==> src/rtl/board_port_sched_pkg.sv <==
// Board geometry, cell codes and scheduler state shared by the
// board port B scheduler and its arbiter.
package board_port_sched_pkg;

    localparam int BOARD_W = 32;
    localparam int BOARD_H = 16;
    localparam int CELL_W  = 4;
    localparam int X_W     = 5;
    localparam int Y_W     = 4;
    localparam int CNT_W   = X_W + Y_W;

    typedef enum logic [CELL_W-1:0] {
        CELL_EMPTY = 4'h0,
        CELL_SNAKE = 4'h1,
        CELL_HEAD  = 4'h2,
        CELL_FOOD  = 4'h3,
        CELL_WALL  = 4'h4
    } cell_t;

    typedef enum logic {
        ST_CLEAR,
        ST_SERVE
    } sched_state_t;

endpackage

==> src/rtl/board_port_sched_rr_arb2.sv <==
// Two-way round-robin arbiter; the pointer favours whichever
// requester was not granted last.
module rr_arb2
    import board_port_sched_pkg::*;
(
    input  logic       clk,
    input  logic       rst_n,
    input  logic       en,
    input  logic [1:0] req,
    input  logic [1:0] mask,
    output logic [1:0] grant
);

    logic       favour_r1;
    logic [1:0] elig;

    // A requester granted this cycle still shows its old req.
    assign elig = req & ~mask;

    always_comb begin
        grant = 2'b00;
        if (en) begin
            case (elig)
                2'b01:   grant = 2'b01;
                2'b10:   grant = 2'b10;
                2'b11:   grant = favour_r1 ? 2'b10 : 2'b01;
                default: grant = 2'b00;
            endcase
        end
    end

    always_ff @(posedge clk or negedge rst_n) begin
        if (!rst_n) begin
            favour_r1 <= 1'b0;
        end else if (|grant) begin
            favour_r1 <= grant[0];
        end
    end

endmodule

==> src/rtl/board_port_sched.sv <==
// Board RAM port B owner: full-board clear after reset or on
// request, then round-robin cell access for two requesters.
module board_port_sched
    import board_port_sched_pkg::*;
#(
    parameter int                WIDTH       = BOARD_W,
    parameter int                HEIGHT      = BOARD_H,
    parameter int                DATA_W      = CELL_W,
    parameter logic [DATA_W-1:0] CLEAR_VALUE = DATA_W'(CELL_EMPTY)
) (
    input  logic              clk,
    input  logic              rst_n,
    input  logic              clear_start,
    output logic              busy,
    output logic              clear_done,
    input  logic              r0_req,
    input  logic              r0_we,
    input  logic [X_W-1:0]    r0_x,
    input  logic [Y_W-1:0]    r0_y,
    input  logic [DATA_W-1:0] r0_wdata,
    output logic              r0_gnt,
    output logic              r0_rvalid,
    input  logic              r1_req,
    input  logic              r1_we,
    input  logic [X_W-1:0]    r1_x,
    input  logic [Y_W-1:0]    r1_y,
    input  logic [DATA_W-1:0] r1_wdata,
    output logic              r1_gnt,
    output logic              r1_rvalid,
    output logic [DATA_W-1:0] rdata,
    output logic [X_W-1:0]    ram_x,
    output logic [Y_W-1:0]    ram_y,
    output logic              ram_read,
    output logic              ram_write,
    output logic [DATA_W-1:0] ram_wdata,
    input  logic [DATA_W-1:0] ram_rdata
);

    localparam logic [CNT_W-1:0] LAST_CELL =
        CNT_W'(WIDTH * HEIGHT - 1);

    sched_state_t     state;
    logic [CNT_W-1:0] cnt;
    logic             clr_last;
    logic [1:0]       gnt_q;
    logic [1:0]       rvalid_q;
    logic [1:0]       grant;
    logic             arb_en;

    // A clear request beats any decision pending on the same edge.
    assign arb_en = (state == ST_SERVE) && !clear_start;

    rr_arb2 u_arb (
        .clk   (clk),
        .rst_n (rst_n),
        .en    (arb_en),
        .req   ({r1_req, r0_req}),
        .mask  (gnt_q),
        .grant (grant)
    );

    assign r0_gnt    = gnt_q[0];
    assign r1_gnt    = gnt_q[1];
    assign r0_rvalid = rvalid_q[0];
    assign r1_rvalid = rvalid_q[1];
    assign rdata     = (|rvalid_q) ? ram_rdata : '0;

    always_ff @(posedge clk or negedge rst_n) begin
        if (!rst_n) begin
            state      <= ST_CLEAR;
            cnt        <= '0;
            clr_last   <= 1'b0;
            busy       <= 1'b1;
            clear_done <= 1'b0;
            gnt_q      <= 2'b00;
            rvalid_q   <= 2'b00;
            ram_x      <= '0;
            ram_y      <= '0;
            ram_read   <= 1'b0;
            ram_write  <= 1'b0;
            ram_wdata  <= '0;
        end else begin
            gnt_q      <= 2'b00;
            clear_done <= 1'b0;
            ram_read   <= 1'b0;
            ram_write  <= 1'b0;
            // Reads in flight complete regardless of a clear start.
            rvalid_q   <= gnt_q & {2{ram_read}};
            if (clear_start) begin
                state          <= ST_CLEAR;
                busy           <= 1'b1;
                ram_write      <= 1'b1;
                {ram_y, ram_x} <= '0;
                ram_wdata      <= CLEAR_VALUE;
                cnt            <= CNT_W'(1);
                clr_last       <= 1'b0;
            end else begin
                unique case (state)
                    ST_CLEAR: begin
                        if (clr_last) begin
                            state      <= ST_SERVE;
                            busy       <= 1'b0;
                            clear_done <= 1'b1;
                            clr_last   <= 1'b0;
                            cnt        <= '0;
                        end else begin
                            ram_write      <= 1'b1;
                            {ram_y, ram_x} <= cnt;
                            ram_wdata      <= CLEAR_VALUE;
                            cnt            <= cnt + 1'b1;
                            clr_last       <= (cnt == LAST_CELL);
                        end
                    end
                    ST_SERVE: begin
                        gnt_q <= grant;
                        unique case (1'b1)
                            grant[0]: begin
                                ram_x     <= r0_x;
                                ram_y     <= r0_y;
                                ram_wdata <= r0_wdata;
                                ram_read  <= ~r0_we;
                                ram_write <= r0_we;
                            end
                            grant[1]: begin
                                ram_x     <= r1_x;
                                ram_y     <= r1_y;
                                ram_wdata <= r1_wdata;
                                ram_read  <= ~r1_we;
                                ram_write <= r1_we;
                            end
                            default: ;
                        endcase
                    end
                endcase
            end
        end
    end

endmodule

==> config.mk <==
export PLATFORM = sky130hd
export DESIGN_NAME = board_port_sched
export DESIGN_NICKNAME = d
export VERILOG_FILES = /design/src/rtl/board_port_sched_pkg.sv /design/src/rtl/board_port_sched_rr_arb2.sv /design/src/rtl/board_port_sched.sv
export SDC_FILE = /design/constraint.sdc
export NUM_CORES = 1
export LEC_CHECK = 0
export CORE_MARGIN = 2
export CORE_UTILIZATION = 40
export DETAILED_ROUTE_END_ITERATION = 10
export GPL_TIMING_DRIVEN = 0
export PLACE_DENSITY = 0.78
export RECOVER_POWER = 25
export SYNTH_ARGS = -nofsm -noshare
export SYNTH_HDL_FRONTEND = slang
export SYNTH_SLANG_ARGS = --single-unit
==> constraint.sdc <==
create_clock -name clk -period 1.6 [get_ports clk]
set_clock_uncertainty 0.05 [all_clocks]
set_input_delay 0.24 -clock clk [delete_from_list [all_inputs] [get_ports clk]]
set_output_delay 0.24 -clock clk [all_outputs]
set_load 0.01 [all_outputs]
==> impl_metrics.csv <==
group,metric,value,unit
detailed_routing,dr.pass1.iters,4,
outcome,status,"complete, but fails checks",
clock_tree,clockRootBuffer,"clkbuf_8",
detailed_routing,drtIter0Drc,60,
place,dp_worst_setup_slack,-403,ps
logic_synthesis,synthesis.area,0.00172,mm^2
timing,hold_viol,0,
logic_synthesis,synth_edf_count,0,
die,row_count,23,
clock_tree,clock_latency,290,ps
place,gp_congestion,0.800,
timing,rsz0062_at_grt,"yes",
detailed_routing,drc,0,
die,io_pins,62,
detailed_routing,via_per_inst,5.19,
global_route,gr-total-overflow,0,
clock_tree,clkSinkCount,33,
worst_hold_path,hp-class,"reg -> reg",
cells_and_area,final_common_cell,"clkdlybuf4s50_1",
logic_synthesis,seq_area_frac_synth,48.2,%
power,pwr-share-clk,35.2,%
power,power.density,633,mW/mm^2
die,start_util,42.3,%
place,dpl.hpwl,2.90,mm
power,p_sw_share,23.6,%
timing,hold_ws,436,ps
power,pwr-share-seq,51.3,%
detailed_routing,vias,1510,
power,p_leak,1.23,nW
clock_tree,cts_buffers,5,
timing,setup_viol,2,
critical_path,crit_fanout,7,
clock_tree,clockBufferDepth,2,
logic_synthesis,synth_area_per_cell,10.9,um^2
critical_path,critPathArrivalTime,1740,ps
power,comb_power_share,13.5,%
clock_tree,path_clk_slew,60,ps
logic_synthesis,synthCells,158,
timing,relSlewSlack,43.7,%
logic_synthesis,async_flop_share,100,%
logic_synthesis,ys_warn_count,0,
run,cap_violations,0,
detailed_routing,wl_per_cell,14.5,um
logic_synthesis,synthesis.nets,197,
place,port_buffers,61,
die,die_y,69.5,um
critical_path,start_kind,"flop",
power,power.total,1.71,mW
timing,max_freq,0.617,GHz
critical_path,rrSetupSlack,-20,ps
clock_tree,cts_tree,"yes",
global_route,grt_pass1_vias,1535,
critical_path,endpoint_kind,"flop",
global_route,grt_max_degree,34,
outcome,violations,"negative setup slack",
cells_and_area,post-route-util,66.5,%
timing,post-route-period-util,101,%
timing,worst_slack,-22.0,ps
power,p_switching,0.403,mW
critical_path,critical_path_required,1720,ps
global_route,grt_usage,18.7,%
die,die-area,0.00483,mm^2
cells_and_area,fin_nets,279,
die,core,0.00406,mm^2
power,internal_power,1.31,mW
die,die_x,69.5,um
cells_and_area,drive_gt1_share,22.0,%
logic_synthesis,yosysUniqueCellTypes,42,
timing,maxSlewViolCount,0,
detailed_routing,wirelength,4.22,mm
logic_synthesis,ys.flop_type,"dfrtp_1",
timing,worst_pin_slew,844,ps
timing,finalCriticalPeriod,1620,ps
global_route,grt_antenna_before_repair,0,
place,numPlacedInstances,269,
detailed_routing,drt.antenna.violating_nets,0,
critical_path,path_class,"reg -> reg",
cells_and_area,area_growth_syn_to_layout,57.3,%
logic_synthesis,synth-seq-cells,33,
power,worst_ir_drop_vdd,0.000399,V
cells_and_area,fin_cells,291,
clock_tree,htreeDepth,2,
cells_and_area,mostFrequentLayoutCells,"clkdlybuf4s50_1 (54), dfrtp_1 (32), mux2i_1 (11)",
cells_and_area,n_antenna_cell,0,
global_route,grt_pass1_wl,7.20,mm
## worst paths after layout
check / startpoint / to / depth (start not counted)
min in group asynchronous: rst_n / cnt[2]$_DFFE_PN0P_ / 2
worst max-delay path: clr_last$_DFFE_PN0P_ / ram_y[1]$_DFFE_PN0P_ / 7
max in group asynchronous: rst_n / ram_wdata[1]$_DFFE_PN0P_ / 2
worst max register to register: clr_last$_DFFE_PN0P_ / ram_y[1]$_DFFE_PN0P_ / 7
worst min register to register: busy$_DFFE_PN1P_ / busy$_DFFE_PN1P_ / 2
worst min-delay path: busy$_DFFE_PN1P_ / busy$_DFFE_PN1P_ / 2
## power groups by stage
stage / Sequential [mW] / Clock, mW / Combinational [mW]
2_1_floorplan: 0.887 / 0 / 0.0711
3_3_place_gp: 0.890 / 0 / 0.201
3_5_place_dp: 0.889 / 0 / 0.203
4_1_cts: 0.871 / 0.609 / 0.224
5_1_grt: 0.879 / 0.641 / 0.254
6_report: 0.877 / 0.601 / 0.230
## stage by stage
step	cell area, um^2	setup TNS, ps
finish	2700	-33.4
global route	2700	-660
CTS	2550	-36.0
detailed placement	2380	-6610
global placement	2390	-19390
floorplan	1720	0
## layout make-up
class                      count  area, um^2
tap                           50        62.6
buffer                         7        88.8
multi-input combinational    113         881
clock buffer                   8        80.1
inverter                       5        18.8
sequential                    33         827
fill                         309        1360
timing repair buffer          75         739
## state kept, by name (all words and copies together), names as in the netlist
name	flops
state	1
ram_wdata	4
ram_write	1
gnt_q	2
ram_y	4
u_arb.favour_r1	1
clr_last	1
clear_done	1
ram_read	1
cnt	9
ram_x	5
rvalid_q	2
busy	1
## worst max-delay path: stages (launching register included)
cell	delay, ps
dfrtp_1	370
buf_6	130
nor3b_4	170
buf_4	140
a31o_4	240
clkbuf_16	170
a32oi_1	140
o21ai_1	80
## per-layer routing
layer  GRT usage, %  vias up  wire length (um)
met2           28.8       55              2080
li1               -      743                 -
met1           25.1      704              1780
met4           7.41        0                69
met5              0        -                 0
met3           4.80        8               280
## logic make-up after synthesis
kind of cell               Yosys count  synth area share, %
DFF                                 33                 48.2
buffers and inverters               12                 5.76
muxes                               11                 6.42
AOI/OAI and AO/OA                   53                 22.2
adders and majority gates            2                 1.46
and+or+nand+nor                     47                 16.0
## synth_stat cells (2+ instances only)
cell type  count  area, um^2
and3_1         2        12.5
o21ai_1        8        40.0
mux2i_1       11         110
o21ai_0       11        55.1
clkbuf_8       2        27.5
a22o_1         2        17.5
nor2_1        11        41.3
buf_6          4        45.0
nand2b_1       3        18.8
inv_1          4        15.0
a22oi_1        3        22.5
nor3b_1        2        15.0
nor2b_1        5        31.3
dfrtp_1       32         801
and2_1         5        31.3
ha_1           2        25.0
a32oi_1        8        70.1
o31ai_1        4        30.0
nand2_1        9        33.8
a21oi_1        8        40.0
## what timing repair did
action	in CTS	in global routing
resized for setup	14	19
hold buffers	1	0
setup buffers	5	7
cloned	0	1
pin swaps	4	3
setup endpoints to repair	19	15
endpoints found under the hold margin	32	0
No activity file was read; power rests on OpenSTA's default activity.
